==> config.mk <==
export PLATFORM = sky130hd
export DESIGN_NAME = acc_ctrl
export DESIGN_NICKNAME = d
export VERILOG_FILES = /design/src/rtl/acc_pkg.sv /design/src/rtl/acc_wait_timer.sv /design/src/rtl/acc_ctrl.sv
export SDC_FILE = /design/constraint.sdc
export NUM_CORES = 1
export LEC_CHECK = 0
export ABC_AREA = 1
export CAP_MARGIN = 25
export CELL_PAD_IN_SITES_DETAIL_PLACEMENT = 1
export CELL_PAD_IN_SITES_GLOBAL_PLACEMENT = 1
export CORE_MARGIN = 4
export CORE_UTILIZATION = 35
export DETAILED_ROUTE_END_ITERATION = 16
export GPL_ROUTABILITY_DRIVEN = 0
export PLACE_DENSITY = 0.89
export SLEW_MARGIN = 30
export SYNTH_ARGS = -nofsm -noshare
export SYNTH_HDL_FRONTEND = slang
export SYNTH_SLANG_ARGS = --single-unit
==> constraint.sdc <==
create_clock -name clock -period 3.4 [get_ports clock]
set_clock_uncertainty 0.2 [all_clocks]
set_input_delay 0.34 -clock clock [delete_from_list [all_inputs] [get_ports clock]]
set_output_delay 0.34 -clock clock [all_outputs]
set_load 0.005 [all_outputs]
==> src/rtl/acc_pkg.sv <==
// acc_pkg: shared constants for the accumulator CPU sequencer.
//   - ADDR_W / DATA_W defaults, wait-counter width
//   - opcode encodings (instr[DATA_W-1:DATA_W-3])
//   - alu_op encodings driven to the accumulator/ALU
//   - sequencer state encodings
package acc_pkg;

    localparam int ACC_ADDR_W   = 5;
    localparam int ACC_DATA_W   = 8;
    localparam int ACC_MAX_WAIT = 15;
    localparam int WAIT_W       = 8;   // holds MAX_WAIT up to 255

    localparam logic [2:0] OP_LDA = 3'b000;
    localparam logic [2:0] OP_STA = 3'b001;
    localparam logic [2:0] OP_ADD = 3'b010;
    localparam logic [2:0] OP_SUB = 3'b011;
    localparam logic [2:0] OP_JMP = 3'b100;
    localparam logic [2:0] OP_JZ  = 3'b101;
    localparam logic [2:0] OP_NOP = 3'b110;
    localparam logic [2:0] OP_HLT = 3'b111;

    localparam logic [1:0] ALU_PASS = 2'b00;
    localparam logic [1:0] ALU_ADD  = 2'b01;
    localparam logic [1:0] ALU_SUB  = 2'b10;

    localparam logic [2:0] ST_FETCH   = 3'd0;
    localparam logic [2:0] ST_DECODE  = 3'd1;
    localparam logic [2:0] ST_OPREAD  = 3'd2;
    localparam logic [2:0] ST_OPWRITE = 3'd3;
    localparam logic [2:0] ST_HALT    = 3'd4;
    localparam logic [2:0] ST_FAULT   = 3'd5;

    // Only LDA/ADD/SUB ever reach the operand-read state.
    function automatic logic [1:0] alu_for_op(input logic [2:0] op);
        logic [1:0] sel;
        sel = ALU_PASS;
        case (op)
            OP_ADD:  sel = ALU_ADD;
            OP_SUB:  sel = ALU_SUB;
            default: sel = ALU_PASS;
        endcase
        return sel;
    endfunction

endpackage

==> src/rtl/acc_wait_timer.sv <==
// acc_wait_timer: counts consecutive memory wait cycles.
// Ports:
//   clock    in   system clock
//   reset    in   async active-low reset, clears the count
//   clear    in   synchronous clear (state change)
//   enable   in   count one more wait cycle
//   expired  out  count has reached MAX_WAIT
module acc_wait_timer
    import acc_pkg::*;
#(
    parameter int MAX_WAIT = ACC_MAX_WAIT
) (
    input  logic clock,
    input  logic reset,
    input  logic clear,
    input  logic enable,
    output logic expired
);

    logic [WAIT_W-1:0] count;

    always_ff @(posedge clock or negedge reset) begin
        if (!reset) begin
            count <= '0;
        end else if (clear) begin
            count <= '0;
        end else if (enable && !expired) begin
            count <= count + 1'b1;
        end
    end

    assign expired = (count == WAIT_W'(MAX_WAIT));

endmodule

==> src/rtl/acc_ctrl.sv <==
// acc_ctrl: instruction-sequencing FSM for the accumulator CPU.
// Optional build macro: ACC_CTRL_STEP_EN adds the `step` input; FETCH then
// only completes in a cycle with mem_ready=1 and step=1.
// Ports:
//   clock      in   system clock, rising edge
//   reset      in   async active-low reset (forces all outputs to 0)
//   pc         in   current program counter
//   mem_rdata  in   memory read data (valid with mem_ready)
//   mem_ready  in   memory completes the current access this cycle
//   acc_zero   in   accumulator is zero
//   step       in   single-step qualifier (ACC_CTRL_STEP_EN only)
//   pc_inc     out  pc increments at next edge
//   pc_load    out  pc loads pc_target at next edge
//   pc_target  out  jump target (IR address field)
//   rmem       out  memory read request
//   wmem       out  memory write request
//   mem_addr   out  memory address
//   acc_we     out  accumulator write enable
//   alu_op     out  00 pass, 01 add, 10 sub
//   halted     out  in HALT
//   fault      out  in FAULT
//
// state    | meaning
// ---------+-------------------------------------------------
// FETCH    | read instruction at pc, latch into IR on ready
// DECODE   | one cycle: drive pc control, pick next state
// OPREAD   | read operand at IR addr, acc_we on ready
// OPWRITE  | write accumulator to IR addr, done on ready
// HALT     | HLT executed, absorbing until reset
// FAULT    | memory wait limit exceeded, absorbing until reset
module acc_ctrl
    import acc_pkg::*;
#(
    parameter int ADDR_W   = ACC_ADDR_W,
    parameter int DATA_W   = ACC_DATA_W,
    parameter int MAX_WAIT = ACC_MAX_WAIT
) (
    input  logic              clock,
    input  logic              reset,
    input  logic [ADDR_W-1:0] pc,
    input  logic [DATA_W-1:0] mem_rdata,
    input  logic              mem_ready,
    input  logic              acc_zero,
`ifdef ACC_CTRL_STEP_EN
    input  logic              step,
`endif
    output logic              pc_inc,
    output logic              pc_load,
    output logic [ADDR_W-1:0] pc_target,
    output logic              rmem,
    output logic              wmem,
    output logic [ADDR_W-1:0] mem_addr,
    output logic              acc_we,
    output logic [1:0]        alu_op,
    output logic              halted,
    output logic              fault
);

    logic [2:0]        state;
    logic [2:0]        state_next;
    logic [DATA_W-1:0] ir;
    logic [2:0]        opcode;
    logic [ADDR_W-1:0] ir_addr;
    logic              step_ok;
    logic              mem_state;
    logic              fetch_done;
    logic              expired;

`ifdef ACC_CTRL_STEP_EN
    assign step_ok = step;
`else
    assign step_ok = 1'b1;
`endif

    assign opcode     = ir[DATA_W-1:DATA_W-3];
    assign ir_addr    = ir[ADDR_W-1:0];
    assign mem_state  = (state == ST_FETCH) || (state == ST_OPREAD) ||
                        (state == ST_OPWRITE);
    assign fetch_done = (state == ST_FETCH) && mem_ready && step_ok;

    // A responding memory never counts as a wait cycle, even when step
    // holds off the fetch.
    acc_wait_timer #(
        .MAX_WAIT (MAX_WAIT)
    ) u_wait_timer (
        .clock   (clock),
        .reset   (reset),
        .clear   (state_next != state),
        .enable  (mem_state && !mem_ready),
        .expired (expired)
    );

    always_comb begin
        state_next = state;
        case (state)
            ST_FETCH: begin
                if (fetch_done)                   state_next = ST_DECODE;
                else if (!mem_ready && expired)   state_next = ST_FAULT;
            end
            ST_DECODE: begin
                case (opcode)
                    OP_LDA, OP_ADD, OP_SUB: state_next = ST_OPREAD;
                    OP_STA:                 state_next = ST_OPWRITE;
                    OP_HLT:                 state_next = ST_HALT;
                    default:                state_next = ST_FETCH;
                endcase
            end
            ST_OPREAD, ST_OPWRITE: begin
                if (mem_ready)                    state_next = ST_FETCH;
                else if (expired)                 state_next = ST_FAULT;
            end
            ST_HALT:  state_next = ST_HALT;
            ST_FAULT: state_next = ST_FAULT;
            default:  state_next = ST_FAULT;
        endcase
    end

    always_ff @(posedge clock or negedge reset) begin
        if (!reset) begin
            state <= ST_FETCH;
            ir    <= '0;
        end else begin
            state <= state_next;
            if (fetch_done) begin
                ir <= mem_rdata;
            end
        end
    end

    // Outputs are gated by the reset level so an access in flight is
    // dropped the moment reset falls, before any clock edge.
    always_comb begin
        pc_inc    = 1'b0;
        pc_load   = 1'b0;
        pc_target = '0;
        rmem      = 1'b0;
        wmem      = 1'b0;
        mem_addr  = '0;
        acc_we    = 1'b0;
        alu_op    = ALU_PASS;
        halted    = 1'b0;
        fault     = 1'b0;
        if (reset) begin
            pc_target = ir_addr;
            case (state)
                ST_FETCH: begin
                    rmem     = 1'b1;
                    mem_addr = pc;
                end
                ST_DECODE: begin
                    case (opcode)
                        OP_JMP:  pc_load = 1'b1;
                        OP_JZ: begin
                            pc_load = acc_zero;
                            pc_inc  = !acc_zero;
                        end
                        OP_HLT:  pc_inc = 1'b0;
                        default: pc_inc = 1'b1;
                    endcase
                end
                ST_OPREAD: begin
                    rmem     = 1'b1;
                    mem_addr = ir_addr;
                    alu_op   = alu_for_op(opcode);
                    acc_we   = mem_ready;
                end
                ST_OPWRITE: begin
                    wmem     = 1'b1;
                    mem_addr = ir_addr;
                end
                ST_HALT:  halted = 1'b1;
                ST_FAULT: fault  = 1'b1;
                default:  fault  = 1'b0;
            endcase
        end
    end

endmodule

# After elaboration in Yosys (flattened, before gate mapping)
# Cells that the tools add are included.
# totals
regBits,19
# classes
mux,30
reduce_logical,16
n_eq_ne,13
add_sub_neg,1
# ops
operator,count
8-bit 2-to-1 mux,2
"3-bit == test, second input constant",5
1-bit 2-to-1 mux,14
"3-bit by 2-bit == test with 1-bit output, second input constant",4
3-bit 2-to-1 mux,4
3-bit case mux with 4 select lines,1
5-bit 2-to-1 mux,2
5-bit case mux with 2 select lines,1
3-bit case mux with 3 select lines,1
"8-bit by 1-bit adder with 8-bit output, second input constant",1
"8-bit by 4-bit == test with 1-bit output, second input constant",1
"3-bit by 1-bit == test with 1-bit output, second input constant",2
3-bit zero test,2
2-bit OR reduction,3
1-bit logical AND,4
2-bit 2-to-1 mux,2
1-bit case mux with 2 select lines,2
2-bit case mux with 2 select lines,1
1-bit zero test,3
3-bit != test,1
3-bit OR reduction,1
1-bit logical OR,2
2-bit nonzero test,1

# Logic depth before layout (Yosys ltp)
# Gate-level depths: netlist of the first run.
# depth
depth_word,7
ltp_mapped,10
mapped_depth_nobuf,10

# Modules after synthesis
# From an unflattened synthesis of the first run, not the netlist that was laid out.
# unflattened
hier_cells,179
hier_area_um2,1283.7
# modules_own_cells
mod,cells_each,area_each_um2,n_inst
acc_ctrl,112,789.5,1
acc_wait_timer,67,494.2,1

# Least setup slack after synthesis of the first run
# Ideal clock, no wire load.
# synth_path
kind,flip-flop to flip-flop
start,register u_wait_timer.count[0]
end,register u_wait_timer.count[1]
path_buffers,0
t_required_ns,3.127
setup_slack_ns,1.673
path_stages_with_launch,9
t_arrival_ns,1.453
period_less_slack_ns,1.727
cell_sequence,dfrtp_1 ha_1 nand3_1 nor2_1 inv_2 nand3_1 a21oi_1 nand2_4 a21oi_2
# synth_via
elab_chain_cells,7
word_cells_on_any_way,14
# synth_lines
element,line_no,rtl
from (decl),acc_wait_timer.sv:20,logic [WAIT_W-1:0] count;
from (signal assigned),acc_wait_timer.sv:28,count <= count + 1'b1;
8-bit by 4-bit == test with 1-bit output,acc_wait_timer.sv:32,assign expired = (count == WAIT_W'(MAX_WAIT));
1-bit logical AND,acc_ctrl.sv:98,else if (!mem_ready && expired) state_next = ST_FAULT;
3-bit 2-to-1 mux,acc_ctrl.sv:98,
3-bit 2-to-1 mux,acc_ctrl.sv:97,if (fetch_done) state_next = ST_DECODE;
3-bit case mux with 4 select lines,acc_ctrl.sv:95,case (state)
3-bit != test,acc_ctrl.sv:88,".clear (state_next != state),"
8-bit 2-to-1 mux / 2-bit nonzero test (equally long branches),--,
# Parallel ways exist; a longest one is shown, timed or not. The select of a mux whose other input is x is not followed.
# A chain may end at the register's enable or synchronous reset.

# Worst setup path after layout of the first run
# layout_path
start,input reset
end,output mem_addr[0]
# layout_via
elab_chain_cells,1
# layout_lines
element,line_no,rtl
from (decl),acc_ctrl.sv:39,"input logic reset,"
5-bit 2-to-1 mux,acc_ctrl.sv:143,if (reset) begin
to (decl),acc_ctrl.sv:52,"output logic [ADDR_W-1:0] mem_addr,"
# Every way passes these cells.

==> reports/qor.yml, run 1 <==
cts:
  clkTransAtPathRegs_ns: 0.11
  max-clock-path-buffers: 2
  cts_tree: "done"
  cts_resized: 0
  h-tree-depth: 1
  clk_latency_ns: 0.31
  clock_sinks: 19
  cts_root_buffer: "clkbuf_4"
  cts_buffers: 3
  post_cts_buffers: 0
  cts_hold_buf: 0
run_status:
  outcome: "completed"
route:
  num_vias: 1236
  antenna_left: 0
  route.detailed.drc: 0
  drt_wl_total_um: 3570
  drt_iter0_drc: 38
  top_layer_used: "met4"
  dr.pass1.iters: 4
  wl_met1_um: 1520
  wl_met2_um: 1900
  wl_met3_um: 91
  vias_per_cell: 5.00
  wl_per_cell_um: 14.4
placed_design:
  numPortBuffers: 35
  dp_hpwl_um: 2980
sta:
  min_period_ns: 2.72
  setup_violations: 0
  final_hold_viol_count: 0
  worstMarginPinSlew_ns: 0.468
  relSlewSlack_pct: 68.8
  finalCritPeriodShare_pct: 79.9
  rsz0062_at_grt: "false"
  fin_setup_tns_ns: 0
  slew_viol_final: 0
  fmax_mhz: 368
yosys:
  synth_top_area_share_pct: 39.6
  synth_warnings: 0
  syn_area_per_cell_sq_um: 7.46
  syn-cell-area_sq_um: 1200
  synth.area.top_cells: "dfrtp_1, nand2_1, inv_1, nand3_1, mux2_2"
  syn_nets: 179
  synth_top_area_cell: "dfrtp_1"
  yosysSeqAreaShare_pct: 39.6
  synthDistinctLibCells: 27
  ys_ff_latch: 19
  netlist_instances: 161
grt:
  grt_pass1_vias: 1293
  grt_pass1_wl_um: 6050
  grt_usage_pct: 17.6
  grt_overflow: 0
  antenna_found_initial: 0
  grt_max_degree: 16
run:
  maxCapViolCount: 0
power:
  power.density_nw_per_um2: 229
  finalPower_mw: 0.377
  p_leak_nw: 0.787
  ir_drop_mv: 0.184
final_layout:
  areaGrowthSynthToFinish_pct: 37.1
  final_util_pct: 49.3
  drive_gt1_share_pct: 12.4
  fin_nets: 220
  antennaDiodeCount: 0
worst_setup_path:
  worstPathMaxFanout: 15
  crit_arrival_ns: 2.18
  cp-end-kind: "output pin"
  worst_path_max_delay_cell: "clkdlybuf4s50_1"
  required_ns: 2.86
  cp_common_cell: "clkdlybuf4s50_1"
  max_stage_delay_ns: 0.71
  crit_chain: "clkdlybuf4s50_1 -> buf_4 -> nand2_1 -> inv_1 -> nand3_1 -> o21ai_0 -> clkdlybuf4s50_1"
  cp-start-kind: "input pin"
  critical_path_class: "input pin to output pin"
floorplan:
  die_h_um: 66.6
  rows: 21
  die_x_um: 66.6
  coreArea_sq_um: 3340
  io_pins: 36
  die_area_sq_um: 4430
  initial_core_util_pct: 36.0
min_path:
  hold_class: "input pin to asynchronous set/reset pin"
-- logic make-up (layout without fill, tap and decap cells) --
family,count (synthesis),in the layout,share of synthesized area [%]
xor+xnor,2,2,1.46
fa+ha+maj,1,1,1.04
simple gates,90,90,35.3
flops,19,19,39.6
buf+inv,27,67,8.44
mux,6,6,5.62
compound gates,16,16,8.54
-- layout make-up --
class | instances | area, sq um
inverter | 26 | 97.6
clock buffer | 4 | 26.3
sequential | 19 | 475
multi-input combinational | 115 | 624
fill | 423 | 1690
timing repair buffer | 37 | 365
tap | 46 | 57.6
-- power breakdown --
part / switching (mW) / internal (mW) / total [mW]
Clock: 0.0742 / 0.0459 / 0.120
Combinational: 0.0123 / 0.0192 / 0.0315
Sequential: 0 / 0.226 / 0.226
-- layout by cell type (no fill, tap or decap), types with 3 or more instances in the layout --
| master | instances |
|---|---|
| nor3_1 | 3 |
| nand2_2 | 3 |
| dfrtp_1 | 19 |
| clkdlybuf4s50_1 | 35 |
| nor4_1 | 3 |
| clkbuf_4 | 3 |
| nor2_2 | 3 |
| inv_1 | 24 |
| nor2_1 | 17 |
| a21oi_1 | 3 |
| mux2_2 | 6 |
| nand4_1 | 5 |
| nand2_1 | 36 |
| o21ai_0 | 7 |
| nand3_1 | 16 |
-- worst max-delay path, delay by kind of cell --
family	cells	cell delay, ns
AO/OA/AOI/OAI	1	0.08
buffers and inverters	4	1.62
AND/OR/NAND/NOR	2	0.13
-- state kept, by name, indices dropped and copies added (netlist names) --
signal / count
state: 3
u_wait_timer.count: 8
ir: 8
-- per-layer routing --
metal  track usage (%)  vias to the layer above
li1                  -                      609
met1              21.1                      601
met2              32.8                       21
met3              2.02                        5
met4              4.57                        0
met5                 0                        -
-- cells in the mapped netlist --
| cell | n |
|---|---|
| inv_1 | 24 |
| nand3_1 | 16 |
| nand2_1 | 36 |
| a21oi_1 | 3 |
| mux2_2 | 6 |
| clkbuf_1 | 1 |
| a21oi_2 | 1 |
| a211oi_2 | 1 |
| nand3_2 | 2 |
| o21bai_1 | 1 |
| o311ai_0 | 1 |
| a31oi_1 | 1 |
| nand2_2 | 3 |
| nand2_4 | 1 |
| nor2_4 | 1 |
| nor3_1 | 3 |
| nor2_1 | 17 |
| dfrtp_1 | 19 |
| o21ai_0 | 7 |
| xor2_1 | 1 |
| a2111oi_0 | 1 |
| xnor2_1 | 1 |
| nand4_1 | 5 |
| inv_2 | 2 |
| nor2_2 | 3 |
| nor4_1 | 3 |
| ha_1 | 1 |
-- path summary, 6_finish.rpt --
path	start	to	slack, ns	cells past startpoint
worst max-delay path	reset	mem_addr[0]	0.68	7
worst min-delay path	reset	state[2]$_DFF_PN0_	0.11	1
worst max register to register	u_wait_timer.count[0]$_DFFE_PN0P_	u_wait_timer.count[2]$_DFFE_PN0P_	1.31	8
worst min register to register	ir[3]$_DFFE_PN0P_	ir[3]$_DFFE_PN0P_	0.32	1
max in group asynchronous	reset	ir[4]$_DFFE_PN0P_	2.38	2
min in group clock	ir[3]$_DFFE_PN0P_	ir[3]$_DFFE_PN0P_	0.32	1
-- stage by stage --
| step | worst slack, ns | area [sq um] | hold WS [ns] | cells |
|---|---|---|---|---|
| floorplan | 1.67 | 1200 | -0.156 | 161 |
| global placement | 0.724 | 1620 | 0.290 | 243 |
| detailed placement | 0.639 | 1620 | 0.302 | 243 |
| CTS | 0.633 | 1650 | 0.119 | 247 |
| global route | 0.488 | 1650 | 0.124 | 247 |
| finish | 0.683 | 1650 | 0.114 | 247 |
Power figures use the tool's default switching activity.
==> run 2: changes to the inputs <==
Settings changed: CORE_UTILIZATION 35 to 33, PLACE_DENSITY 0.89 to 0.85.
Clock period 3.4 ns to 2.5 ns, I/O delays scaled along.
==> reports/qor.yml, run 2 (synthesized netlist as in run 1, its figures left out) <==
floorplan:
  die_h_um: 68.3  # +2.6%
  initial_core_util_pct: 35.2  # -0.83 points
  die_x_um: 68.3  # +2.6%
  rows: 21  # unchanged
  coreArea_sq_um: 3420  # +2.4%
  die_area_sq_um: 4670  # +5.3%
  io_pins: 36  # unchanged
worst_setup_path:
  worstPathMaxFanout: 7  # -8
  max_stage_delay_ns: 0.53  # -0.18 ns
  critical_path_class: "flip-flop to output pin"
  crit_chain: "nor2_4 -> nand2_1 -> nand2_1 -> inv_1 -> o21ai_0 -> clkdlybuf4s50_1"
  cp-start-kind: "flip-flop"
  crit_path_start: "state[0]$_DFF_PN0_"
  cp-end-kind: "output pin"
  r2r_start: "u_wait_timer.count[0]$_DFFE_PN0P_"
  critPathTopFamily: "buffers and inverters"
  critPathBufInv: 2  # -2
  crit_arrival_ns: 1.91  # -0.27 ns
  cp_common_cell: "nand2_1"
  worst_path_max_delay_cell: "clkdlybuf4s50_1"
  required_ns: 2.05  # -0.81 ns
final_layout:
  areaGrowthSynthToFinish_pct: 42.3
  top_regs: "ir (8), u_wait_timer.count (8), state (3)"
  antennaDiodeCount: 0  # unchanged
  mostFrequentLayoutCell: "nand2_1"
  final_cells: 251  # +1.6%
  final_cell_mix: "nand2_1, clkdlybuf4s50_1, inv_1, dfrtp_1"
  drive_gt1_share_pct: 16.6  # +4.1 points
  fin_nets: 224  # +1.8%
sta:
  worstMarginPinSlew_ns: 0.498  # +0.0298 ns
  finalCritPeriodShare_pct: 94.5
  setup_slack_ns: 0.138  # -0.545 ns
  setup_violations: 0  # unchanged
  fmax_mhz: 423
  relSlewSlack_pct: 66.8  # -2.0 points
  final_hold_viol_count: 0  # unchanged
  min_period_ns: 2.36
  slew_viol_final: 0  # unchanged
cts:
  cts_root_buffer: "clkbuf_4"
  clk_latency_ns: 0.30  # about the same
  cts_buffers: 3  # unchanged
  clkTransAtPathRegs_ns: 0.12  # about the same
  cts_tree: "done"
  clock_sinks: 19  # unchanged
  max-clock-path-buffers: 2  # unchanged
  h-tree-depth: 1  # unchanged
grt:
  grt_usage_pct: 17.6  # +0.034 points
  grt_pass1_wl_um: 6220  # +2.8%
  grt_overflow: 0  # unchanged
  antenna_found_initial: 0  # unchanged
  grt_max_degree: 14  # -2
  grt_pass1_vias: 1327  # +2.6%
power:
  p_leak_nw: 0.878  # +12%
  finalPower_mw: 0.517  # +37%
  ir_drop_mv: 0.160  # -13%
  power.density_nw_per_um2: 303  # +32%
route:
  vias_per_cell: 5.02  # +0.24%
  antenna_left: 0  # unchanged
  num_vias: 1259  # +1.9%
  drt_iter0_drc: 47  # +24%
  drt_wl_total_um: 3870  # +8.5%
  wl_per_cell_um: 15.4  # +6.8%
  route.detailed.drc: 0  # unchanged
  dr.pass1.iters: 4  # unchanged
run:
  maxCapViolCount: 0  # unchanged
placed_design:
  numPortBuffers: 35  # unchanged
  post-place-ws_ns: 0.0367  # -0.603 ns
  place_inst: 244  # +0.41%
  dp_hpwl_um: 3070  # +2.7%
run_status:
  outcome: "completed"
min_path:
  hold_class: "input pin to asynchronous set/reset pin"
## run 2: layout make-up
| type | instances | area (sq um) |
|---|---|---|
| multi-input combinational | 115 | 638 |
| clock inverter | 1 | 5.00 |
| inverter | 26 | 100 |
| clock buffer | 3 | 22.5 |
| fill | 426 | 1710 |
| tap | 46 | 57.6 |
| sequential | 19 | 478 |
| timing repair buffer | 41 | 408 |
## run 2: path summary, 6_finish.rpt
kind                                                endpoint  slack [ns]  cells past startpoint
setup / recovery                                 mem_addr[3]        0.14                      6
hold / removal                             ir[1]$_DFFE_PN0P_        0.27                      3
setup reg to reg           u_wait_timer.count[4]$_DFFE_PN0P_        0.43                      8
hold reg to reg                            ir[4]$_DFFE_PN0P_        0.32                      1
max in group asynchronous                  ir[5]$_DFFE_PN0P_        1.42                      2
min in group clock                         ir[7]$_DFFE_PN0P_        0.32                      3
## run 2: routing by layer
| layer | part of all wire, % | wire length, um | track usage, % | vias to the layer above |
|---|---|---|---|---|
| met4 | 1.1 | 43 | 5.21 | 0 |
| met3 | 2.2 | 85 | 2.46 | 4 |
| li1 | - | - | - | 613 |
| met1 | 42 | 1610 | 20.0 | 622 |
| met5 | 0 | 0 | 0 | - |
| met2 | 55 | 2140 | 33.7 | 20 |
## run 2: repair_timing
action	4_1_cts	5_1_grt
hold buffers	1	0
endpoints found under the hold margin	3	0
resized for setup	5	9
endpoints found under the setup margin	3	6
setup buffers	0	2
pin swaps	0	0
## run 2: tightest hold or removal path, delay by kind of cell
family                 cells  cell delay (ns)
buffers and inverters      3             0.86
## run 2: through the flow
| step | hold WS (ns) | setup TNS, ns | util (%) | area (sq um) |
|---|---|---|---|---|
| 6_report | 0.272 | 0 | 50.0 | 1710 |
| 3_5_place_dp | 0.286 | 0 | 47.7 | 1630 |
| 3_3_place_gp | 0.278 | 0 | 47.7 | 1630 |
| 2_1_floorplan | -0.246 | 0 | - | 1200 |
| 5_1_grt | 0.304 | -0.00574 | 50.0 | 1710 |
| 4_1_cts | 0.263 | 0 | 48.9 | 1670 |
## run 2: power breakdown
group	total, mW	internal (mW)	switching, mW
logic	0.0462	0.0282	0.0180
registers	0.307	0.307	0
clock network	0.164	0.0596	0.104
total	0.517	0.395	0.122
==> run 3: changes to the inputs <==
--- a/constraint.sdc
+++ b/constraint.sdc
@@ -3,3 +3,3 @@
 set_input_delay 0.25 -clock clock [delete_from_list [all_inputs] [get_ports clock]]
 set_output_delay 0.25 -clock clock [all_outputs]
-set_load 0.005 [all_outputs]
+set_load 0.05 [all_outputs]
==> reports/qor.yml, run 3 (synthesized netlist as in run 1, its figures left out) <==
run_status:
  outcome: "completed"
placed_design:
  dp_hpwl_um: 3250  # +5.9%
  place_inst: 244  # unchanged
  numPortBuffers: 35  # unchanged
  post-place-ws_ns: 0.292  # +0.255 ns
route:
  vias_per_cell: 5.04  # +0.49%
  antenna_left: 0  # unchanged
  drt_wl_total_um: 3960  # +2.2%
  drt_iter0_drc: 38  # -19%
  num_vias: 1250  # -0.71%
  dr.pass1.iters: 4  # unchanged
  route.detailed.drc: 0  # unchanged
  wl_per_cell_um: 16.0  # +3.4%
worst_setup_path:
  critical_path_class: "flip-flop to output pin"
  worstRegToRegCells: 8  # unchanged
  r2r_end: "u_wait_timer.count[0]$_DFFE_PN0P_"
  required_ns: 2.05  # about the same
  r2r_start: "u_wait_timer.count[0]$_DFFE_PN0P_"
  crit_arrival_ns: 1.83  # -0.08 ns
  cp-start-kind: "flip-flop"
  cp-end-kind: "output pin"
  r2r_setup_slack_ns: 0.43  # about the same
  worstPathMaxFanout: 7  # unchanged
grt:
  antenna_found_initial: 0  # unchanged
  grt_usage_pct: 19.7  # +2.1 points
  grt_max_degree: 15  # +1
  grt_pass1_vias: 1404  # +5.8%
  grt_pass1_wl_um: 6610  # +6.2%
  grt_overflow: 0  # unchanged
sta:
  finalCritPeriodShare_pct: 91.2  # -3.3 points
  rsz0062_at_grt: "false"
  fmax_mhz: 439  # +3.6%
  min_period_ns: 2.28  # -0.0829 ns
  setup_violations: 0  # unchanged
  setup_slack_ns: 0.221  # +0.0829 ns
  slew_viol_final: 0  # unchanged
  worstMarginPinSlew_ns: 0.519  # +0.0218 ns
  relSlewSlack_pct: 65.1  # -1.8 points
  holdWs_ns: 0.170  # -0.102 ns
  final_hold_viol_count: 0  # unchanged
floorplan:
  initial_core_util_pct: 35.2  # unchanged
  rows: 21  # unchanged
  die_area_sq_um: 4670  # unchanged
  coreArea_sq_um: 3420  # unchanged
  die_x_um: 68.3  # unchanged
  die_h_um: 68.3  # unchanged
  io_pins: 36  # unchanged
final_layout:
  drive_gt1_share_pct: 23.3  # +6.7 points
  top_regs: "ir (8), u_wait_timer.count (8), state (3)"
  final_cell_mix: "nand2_1, inv_1, dfrtp_1, buf_12, nor2_1"
  areaGrowthSynthToFinish_pct: 54.2
  antennaDiodeCount: 0  # unchanged
  fin_nets: 221  # -1.3%
  mostFrequentLayoutCell: "nand2_1"
  final_cells: 248  # -1.2%
power:
  ir_drop_mv: 0.201  # +25%
  p_switching_mw: 0.131  # +7.2%
  power.density_nw_per_um2: 285  # -5.9%
  combPwrFrac_pct: 9.6  # +0.7 points
  p_clk_share_pct: 32.1  # +0.4 points
  seqPwrFrac_pct: 58.3  # -1.1 points
  p_int_mw: 0.396  # +0.29%
  p_sw_share_pct: 24.8  # +1.2 points
  p_leak_nw: 0.883  # +0.58%
cts:
  clkTransAtPathRegs_ns: 0.12  # about the same
  h-tree-depth: 1  # unchanged
  cts_tree: "done"
  cts_root_buffer: "clkbuf_4"
  cts_buffers: 3  # unchanged
  clk_latency_ns: 0.32  # +0.02 ns
  post_cts_buffers: 0  # unchanged
  clock_sinks: 19  # unchanged
  max-clock-path-buffers: 2  # unchanged
min_path:
  hold_class: "input pin to asynchronous set/reset pin"
run:
  maxCapViolCount: 0  # unchanged
## run 3: changes by cell type in the layout (fill, tap and decap cells not counted), moves of 2 or more
cell / previous run / this run
buf_4: 5 / 3
dlymetal6s2s_1: 4 / 0
dfrtp_2: 2 / 0
o21ai_0: 5 / 2
buf_12: 0 / 19
clkdlybuf4s50_1: 31 / 16
dfrtp_1: 17 / 19
o21ai_1: 2 / 5
## run 3: metal layers
layer / up-vias / GRT usage (%) / wire [um]
met3: 17 / 2.96 / 137
met1: 593 / 20.0 / 1530
met5: - / 0 / 0
met2: 31 / 35.3 / 2040
li1: 609 / - / -
met4: 0 / 16.1 / 248
## run 3: layout make-up
cell class	count	area, sq um
clock buffer	3	22.5
timing repair buffer	38	563
clock inverter	1	5.00
inverter	26	97.6
multi-input combinational	115	631
fill	412	1560
sequential	19	475
tap	46	57.6
## run 3: per-stage QoR
stage | total power, mW | setup TNS [ns] | cell area (sq um) | utilization [%]
2_1_floorplan | 0.322 | -0.360 | 1210 | -
3_3_place_gp | 0.362 | 0 | 1820 | 53.4
5_1_grt | 0.550 | 0 | 1850 | 54.2
3_5_place_dp | 0.364 | 0 | 1820 | 53.4
6_report | 0.527 | 0 | 1850 | 54.2
4_1_cts | 0.539 | 0 | 1850 | 54.2
## run 3: repair_timing
action	in CTS	in global routing
resized for setup	0	5
setup endpoints to repair	0	5
hold buffers	0	0
## run 3: critical path: stages, from the launching register on
cell and delay [ns]:
dfrtp_1 0.47, nor2_1 0.24, nand2_1 0.16, nand2_1 0.09, inv_1 0.09, o21ai_1 0.27, buf_12 0.18
## run 3: power groups by stage
stage | registers, mW | logic (mW) | clock network [mW]
5_1_grt | 0.307 | 0.0536 | 0.189
2_1_floorplan | 0.313 | 0.00837 | 0
3_5_place_dp | 0.313 | 0.0504 | 0
4_1_cts | 0.307 | 0.0510 | 0.181
6_report | 0.307 | 0.0506 | 0.169
3_3_place_gp | 0.313 | 0.0485 | 0
## run 3: worst max-delay path by stage
stage                        from           to  slack, ns
2_1_floorplan               reset    alu_op[0]      -0.15
3_3_place_gp                reset  mem_addr[0]       0.41
3_5_place_dp                reset  mem_addr[1]       0.29
4_1_cts        state[0]$_DFF_PN0_  mem_addr[2]        0.1
5_1_grt        state[0]$_DFF_PN0_  mem_addr[2]      0.008
6_report       state[0]$_DFF_PN0_  mem_addr[2]       0.22
